### config.mk
export PLATFORM = sky130hd
export DESIGN_NAME = maquina_emissor
export DESIGN_NICKNAME = d
export VERILOG_FILES = /design/src/rtl/coerencia_pkg.sv /design/src/rtl/maquina_emissor.sv
export SDC_FILE = /design/constraint.sdc
export NUM_CORES = 1
export LEC_CHECK = 0
export BUFFER_PORTS_ARGS = -buffer_cell sky130_fd_sc_hd__buf_2
export CAP_MARGIN = 20
export CORE_MARGIN = 3
export CORE_UTILIZATION = 53
export DETAILED_ROUTE_END_ITERATION = 8
export HOLD_SLACK_MARGIN = 0.05
export PLACE_DENSITY = 0.86
export SYNTH_ARGS = -nofsm -noshare
export SYNTH_HDL_FRONTEND = slang
export SYNTH_SLANG_ARGS = --single-unit
### constraint.sdc
create_clock -name clock -period 2.4 [get_ports clock]
set_input_delay 0.36 -clock clock [delete_from_list [all_inputs] [get_ports clock]]
set_output_delay 0.36 -clock clock [all_outputs]
set_load 0.05 [all_outputs]
### src/rtl/coerencia_pkg.sv
// Shared MSI coherence encodings for the sender- and receiver-side controllers.
// Line states, bus message codes and CPU operation codes.
package coerencia_pkg;

    typedef enum logic [1:0] {
        INVALIDO      = 2'b00,
        MODIFICADO    = 2'b01,
        COMPARTILHADO = 2'b10
    } estado_linha_t;

    typedef enum logic [1:0] {
        INVALIDAR    = 2'b00,
        READ_MISS    = 2'b01,
        WRITE_MISS   = 2'b10,
        SEM_MENSAGEM = 2'b11
    } mensagem_t;

    typedef enum logic {
        OP_READ  = 1'b0,
        OP_WRITE = 1'b1
    } cpu_op_t;

    // A tag match on an invalid line is still a miss.
    function automatic logic eh_hit(input logic hit, input logic [1:0] estado);
        return hit && (estado != INVALIDO);
    endfunction

endpackage

### src/rtl/maquina_emissor.sv
// Sender-side MSI controller: turns a CPU request into bus messages, optional
// victim writeback and a final line-state update, with timed message reissue.
module maquina_emissor
    import coerencia_pkg::*;
#(
    parameter int unsigned TIMEOUT = 15
) (
    input  logic       clock,
    input  logic       reset_n,
    input  logic       cpu_valid,
    input  logic       cpu_op,
    input  logic       hit,
    input  logic [1:0] estado_atual,
    input  logic       bus_grant,
    input  logic       mem_ready,
    input  logic       abort_mem,
    output logic       bus_req,
    output logic       msg_valid,
    output logic [1:0] mensagem,
    output logic       write_back,
    output logic [1:0] novo_estado,
    output logic       estado_we,
    output logic       cpu_ready,
    output logic       ocupado
);

    localparam logic [2:0] OCIOSO          = 3'd0;
    localparam logic [2:0] PEDE_BARRAMENTO = 3'd1;
    localparam logic [2:0] WRITEBACK       = 3'd2;
    localparam logic [2:0] ENVIA_MSG       = 3'd3;
    localparam logic [2:0] ESPERA_DADO     = 3'd4;
    localparam logic [2:0] CONCLUI         = 3'd5;

    localparam logic [3:0] ULTIMA_ESPERA = 4'(TIMEOUT - 1);

    logic [2:0]    estado, estado_prox;
    mensagem_t     msg_reg, msg_prox;
    estado_linha_t final_reg, final_prox;
    logic          sujo_reg, sujo_prox;
    logic          silencioso_reg, silencioso_prox;
    logic [3:0]    contador, contador_prox;
    logic          acerto, escrita;

    assign acerto  = eh_hit(hit, estado_atual);
    assign escrita = (cpu_op == OP_WRITE);

    always_comb begin
        estado_prox     = estado;
        msg_prox        = msg_reg;
        final_prox      = final_reg;
        sujo_prox       = sujo_reg;
        silencioso_prox = silencioso_reg;
        contador_prox   = contador;

        case (estado)
            OCIOSO: begin
                contador_prox = '0;
                if (cpu_valid) begin
                    sujo_prox       = !acerto && (estado_atual == MODIFICADO);
                    silencioso_prox = acerto && (!escrita || estado_atual == MODIFICADO);
                    if (silencioso_prox) begin
                        msg_prox    = SEM_MENSAGEM;
                        final_prox  = estado_linha_t'(estado_atual);
                        estado_prox = CONCLUI;
                    end else begin
                        if (acerto) begin
                            msg_prox   = INVALIDAR;
                            final_prox = MODIFICADO;
                        end else if (!escrita) begin
                            msg_prox   = READ_MISS;
                            final_prox = COMPARTILHADO;
                        end else begin
                            msg_prox   = WRITE_MISS;
                            final_prox = MODIFICADO;
                        end
                        estado_prox = PEDE_BARRAMENTO;
                    end
                end
            end
            PEDE_BARRAMENTO: begin
                if (bus_grant) begin
                    estado_prox = sujo_reg ? WRITEBACK : ENVIA_MSG;
                end
            end
            WRITEBACK: begin
                if (mem_ready) begin
                    estado_prox = ENVIA_MSG;
                end
            end
            ENVIA_MSG: begin
                contador_prox = '0;
                estado_prox   = (msg_reg == INVALIDAR) ? CONCLUI : ESPERA_DADO;
            end
            ESPERA_DADO: begin
                if (mem_ready || abort_mem) begin
                    contador_prox = '0;
                    estado_prox   = CONCLUI;
                end else if (contador == ULTIMA_ESPERA) begin
                    contador_prox = '0;
                    estado_prox   = ENVIA_MSG;
                end else begin
                    contador_prox = contador + 4'd1;
                end
            end
            CONCLUI: begin
                estado_prox = OCIOSO;
            end
            default: begin
                estado_prox = OCIOSO;
            end
        endcase
    end

    // Outputs are decoded from the next state so they appear registered in the
    // same cycle the FSM enters that state.
    always_ff @(posedge clock or negedge reset_n) begin
        if (!reset_n) begin
            estado         <= OCIOSO;
            msg_reg        <= SEM_MENSAGEM;
            final_reg      <= INVALIDO;
            sujo_reg       <= 1'b0;
            silencioso_reg <= 1'b0;
            contador       <= '0;
            bus_req        <= 1'b0;
            msg_valid      <= 1'b0;
            mensagem       <= SEM_MENSAGEM;
            write_back     <= 1'b0;
            novo_estado    <= INVALIDO;
            estado_we      <= 1'b0;
            cpu_ready      <= 1'b0;
            ocupado        <= 1'b0;
        end else begin
            estado         <= estado_prox;
            msg_reg        <= msg_prox;
            final_reg      <= final_prox;
            sujo_reg       <= sujo_prox;
            silencioso_reg <= silencioso_prox;
            contador       <= contador_prox;
            bus_req        <= (estado_prox != OCIOSO) && !silencioso_prox;
            msg_valid      <= (estado_prox == ENVIA_MSG);
            mensagem       <= (estado_prox == ENVIA_MSG) ? msg_prox : SEM_MENSAGEM;
            write_back     <= (estado_prox == WRITEBACK);
            novo_estado    <= (estado_prox == CONCLUI) ? final_prox : INVALIDO;
            estado_we      <= (estado_prox == CONCLUI);
            cpu_ready      <= (estado_prox == CONCLUI);
            ocupado        <= (estado_prox != OCIOSO);
        end
    end

endmodule

# Word level (Yosys, flattened, before mapping)
# Index checks and enable logic that the tools add are counted.
# word_totals
in_bits	10
elab_cells	65
out_inout_bits	10
reg_bits	22
# op_classes
n_reduce_logical	16
n_eq_ne	9
add_sub_neg	1
n_mux	26
# ops
cell	count
two-way mux 2 bit	12
two-way mux 3 bit	6
one-hot mux 3 bit (5 select lines)	1
== test 3 x 2 -> 1 bit, second input constant	4
two-way mux 4 bit	2
one-hot mux 4 bit (2 select lines)	1
== test 3 bit, second input constant	2
adder 4 x 1 -> 4 bit, second input constant	1
== test 4 bit, second input constant	1
logical AND 1 bit	4
two-way mux 1 bit	4
nonzero test 2 bit	2
== test 3 x 1 -> 1 bit, second input constant	1
logical NOT 1 bit	3
logical NOT 3 bit	1
nonzero test 3 bit	1
== test 2 x 1 -> 1 bit, second input constant	1
logical NOT 2 bit	1
logical OR 1 bit	2
AND reduction 2 bit	1
OR reduction 2 bit	1

# Longest topological paths before layout
# depth
ltp_word	8
depth_mapped	7
mapped_depth_nobuf	7

# Worst setup path before layout
# OpenSTA, ideal clock, no wires.
# synth_timing
kind	register -> register
from	reg contador[0]
to	reg msg_valid
setup_ps	119
period_less_slack_ps	1703
path_slack_ps	697
t_arrival_ps	1584
stages_incl_launch_ff	8
path_buffers	0
required_ps	2281
path_cell_list	dfrtp_1 inv_1 ha_1 a311oi_1 o32a_1 a2bb2oi_2 inv_1 and2_1
# synth_between
elab_chain_len	5
# synth_lines
element	line_no	text
start: declaration	maquina_emissor.sv:41	logic [3:0] contador, contador_prox;
start signal: assignment	maquina_emissor.sv:138	contador <= contador_prox;
== test 4 bit	maquina_emissor.sv:98	end else if (contador == ULTIMA_ESPERA) begin
two-way mux 3 bit	maquina_emissor.sv:98	
two-way mux 3 bit	maquina_emissor.sv:95	if (mem_ready || abort_mem) begin
one-hot mux 3 bit (5 select lines)	maquina_emissor.sv:55	case (estado)
named net estado_prox[0]	maquina_emissor.sv:36	logic [2:0] estado, estado_prox;
== test 3 x 2 -> 1 bit	maquina_emissor.sv:140	msg_valid <= (estado_prox == ENVIA_MSG);
end signal: assignment	maquina_emissor.sv:140	
end: declaration	maquina_emissor.sv:18	output logic msg_valid,
# The timed path passes the listed nets, and every way through them passes these cells.
# A chain may end at the register's enable or synchronous reset.

# Worst setup path in the final report
# Same ends and word-level chain as after synthesis.

==> flow_summary.rst <==
.. list-table::
   :header-rows: 1

   * - Metric
     - Value
   * - Met2 track demand over resource in global routing
     - 0.280
   * - Vias in the first global route
     - about 760
   * - Area leader, netlist
     - sky130_fd_sc_hd__dfrtp_1
   * - Synth Instances
     - 96
   * - # Max-Cap Violations
     - 0
   * - Setup repair after global routing missed its margin
     - no
   * - Number of H-tree levels
     - 1
   * - Sequential-to-total area share from yosys stat
     - 0.525
   * - Critical Path Max Stage Delay
     - approximately 0.42 ns
   * - HP Class
     - in2reg
   * - Highest net fanout along the worst path
     - 7
   * - Number of port buffers
     - 19
   * - Standard cell core area
     - 1800 µm²
   * - Slew @ Worst Pin
     - 0.570 ns
   * - Yosys warning total
     - 0
   * - Utilization after layout
     - 0.667
   * - Largest registers ranked by flip-flop count
     - contador: 4 flops, estado: 3 flops
   * - Average wire per cell in the routed design
     - 13.7 µm
   * - Global-route met3 utilization
     - 0.0564
   * - Distinct cells, synth
     - 38
   * - Flops & latches, synth
     - 22
   * - Number of buffers inserted during clock tree synthesis
     - 3
   * - Final setup violation count
     - 0
   * - Critical path, cell by cell
     - inv_1 > ha_1 > a311oi_1 > o32a_1 > a2bb2oi_2 > inv_1 > and2_1
   * - Worst clock skew
     - ~0.0054 ns
   * - Clock net sink count
     - 22
   * - Final Wtd Congestion
     - approximately 0.85
   * - Dominant synthesized flop cell
     - sky130_fd_sc_hd__dfrtp_1
   * - Starting Density
     - 0.587
   * - Tmin final
     - around 1.9 ns
   * - DRC violations left
     - 0
   * - Synth Cell Area
     - 1060 µm²
   * - Post-Synthesis Mean Instance Area
     - approximately 11 µm²
   * - Antenna violations before repair
     - 0
   * - DPL Wire Length
     - 1.40 mm
   * - Most used cell along the critical path
     - sky130_fd_sc_hd__inv_1
   * - Die W
     - 50.7 µm
   * - Final Max Slew Viols
     - 0
   * - Site Rows
     - 15
   * - Count of endpoints failing hold in the final timing report
     - 0
   * - Maximum resistive drop on vdd
     - 0.000920 V
   * - Pin count of the biggest net entering global routing
     - 23
   * - Clock tree from TritonCTS
     - done
   * - Count of antenna diodes in the layout
     - 0
   * - Vertical die dimension
     - 50.7 µm
   * - GR Overflow Total
     - 0
   * - Leading cell types by total area after synthesis
     - sky130_fd_sc_hd__dfrtp_1 43%, sky130_fd_sc_hd__dfstp_2 9.9%, sky130_fd_sc_hd__a21oi_1 2.8%
   * - Number of antenna-violating nets in the routed design
     - 0
   * - WP data required
     - 2.60 ns
   * - Fraction of final layout cells with drive strength greater than 1
     - 0.293
   * - DR pass1 iterations
     - 4
   * - Lkg Pwr
     - just under 0.6 nW
   * - FILL cells
     - 150
   * - Area growth from synthesis to final layout
     - 13.6%
   * - Register with the most flip-flops
     - contador
   * - Worst Setup Start Kind
     - flop
   * - List of most frequent post-synthesis cells
     - 18 x sky130_fd_sc_hd__dfrtp_1, 7 x sky130_fd_sc_hd__nand2_1, 6 x sky130_fd_sc_hd__a21oi_1, 6 x sky130_fd_sc_hd__inv_1, 6 x sky130_fd_sc_hd__nor2_1
   * - CP endpoint kind
     - flop
   * - Wire length reported by the detailed router
     - 1.94 mm
   * - Number of synthesized flops with an enable pin
     - 0
   * - Most frequent cell after synthesis
     - sky130_fd_sc_hd__dfrtp_1
   * - Number of nets in the finished design
     - approximately 130
   * - Number of DRC markers in iteration 0
     - 9
   * - Root buffer cell
     - sky130_fd_sc_hd__clkbuf_4
   * - Highest Clock Rate
     - 0.516 GHz
   * - Critical path's slowest cell
     - sky130_fd_sc_hd__dfrtp_1
   * - Class of the most critical setup path
     - reg2reg
   * - Fraction of the cycle the final worst path needs
     - 0.807
   * - I/O pin count
     - 20
   * - Async S/R FF share, synth
     - 1.00
   * - GRT met1 Usage
     - 0.223
   * - Sum of negative setup slack
     - 0 ns
   * - Full die area
     - 2570 µm²
   * - DR vias
     - 788
   * - Average vias per placed instance
     - 5.59
   * - Arrival time of the worst setup path
     - roughly 2.1 ns
   * - Skew-Pair Late Insertion Delay
     - 0.30 ns
   * - Tot GR Track Use
     - 0.176
   * - Max reg flops
     - 4
   * - Busiest metal layer after global routing
     - met2
   * - Clock-pin transition on the worst setup and hold timing paths
     - between 0.1 and 0.15 ns
   * - Fraction of synthesized cell area taken by the top area cell type
     - 0.426
   * - Tightest slew margin relative to the limit
     - 0.618
   * - Total nets after synthesis
     - 108
   * - Global-route wire length before repair
     - 3.32 mm
   * - Clock Path Buffers
     - 2
   * - Total power density per cell area
     - 1250 nW/µm²
   * - Status
     - finished, final reports clean
power breakdown:
| group | total (W) | leakage [nW] | switching (W) | internal (W) |
|---|---|---|---|---|
| registers | 0.000608 | 0.277 | 0.0000958 | 0.000512 |
| clock network | 0.000199 | 0.0210 | 0.000106 | 0.0000926 |
| logic | 0.000699 | 0.286 | 0.000465 | 0.000234 |
stage by stage:
| stage | cell area, µm² | cells | setup slack, ns | hold WS, ns | total power (W) |
|---|---|---|---|---|---|
| 2_1_floorplan | 1060 | 96 | 0.697 | 0.0644 | 0.00118 |
| 6_report | 1200 | 141 | 0.464 | 0.286 | 0.00151 |
| 3_5_place_dp | 1160 | 136 | 0.494 | 0.344 | 0.00131 |
| 5_1_grt | 1200 | 141 | 0.313 | 0.267 | 0.00161 |
| 3_3_place_gp | 1160 | 136 | 0.563 | 0.335 | 0.00128 |
| 4_1_cts | 1200 | 141 | 0.465 | 0.272 | 0.00151 |
cells by family after synthesis:
family	synth area share
buffers and inverters	0.0485
muxes	0.0106
and+or+nand+nor	0.191
adders and majority gates	0.0236
DFF	0.525
AOI/OAI and AO/OA	0.201
layout by cell type, fill, tap and decap left out, drive strengths merged, types with 3 or more instances in the layout:
master  Yosys  routed
nand2       7       7
o21ai       6       6
nor3b       3       3
inv         6       6
buf         4      19
clkbuf      0       4
dfrtp      18      18
a21oi       6       6
nor2        6       6
dfstp       4       4
and3        4       4
per-layer routing:
layer	part of all wire	up-vias
met3	0.066	4
li1	-	381
met4	0.017	0
met2	0.47	29
met5	0	-
met1	0.45	374
cell type report:
cell class | instances | area, µm² | area share
timing repair buffer | 20 | 105 | 0.0874
sequential | 22 | 556 | 0.462
clock buffer | 4 | 36.3 | 0.0302
inverter | 6 | 22.5 | 0.0187
multi-input combinational | 64 | 452 | 0.376
tap | 25 | 31.3 | 0.0260
final timing paths:
check                                   startpoint                      to  slack [ns]  depth (start not counted)
min in group asynchronous                  reset_n    write_back$_DFF_PN0_        0.53                          2
setup reg to reg           contador[0]$_DFFE_PN0P_     msg_valid$_DFF_PN0_        0.46                          7
hold / removal                              cpu_op    msg_reg[0]$_DFF_PN1_        0.29                          2
setup / recovery           contador[0]$_DFFE_PN0P_     msg_valid$_DFF_PN0_        0.46                          7
max in group asynchronous                  reset_n    msg_reg[0]$_DFF_PN1_        1.52                          2
hold reg to reg             final_reg[0]$_DFF_PN0_  final_reg[0]$_DFF_PN0_        0.48                          2
critical path: cells and delay by family (launching register included):
kind	cells	cell delay, ns
flip-flops	1	0.42
adder cells (fa/ha/maj)	1	0.20
buffers and inverters	2	0.20
AND/OR/NAND/NOR	1	0.16
AO/OA/AOI/OAI	3	0.85
timing repair:
action                                 4_1_cts  5_1_grt
buffers inserted                             0        0
hold buffers                                 1        0
endpoints found under the hold margin       18        0
resized for setup                            0        0
No activity file was read; power rests on OpenSTA's default activity.
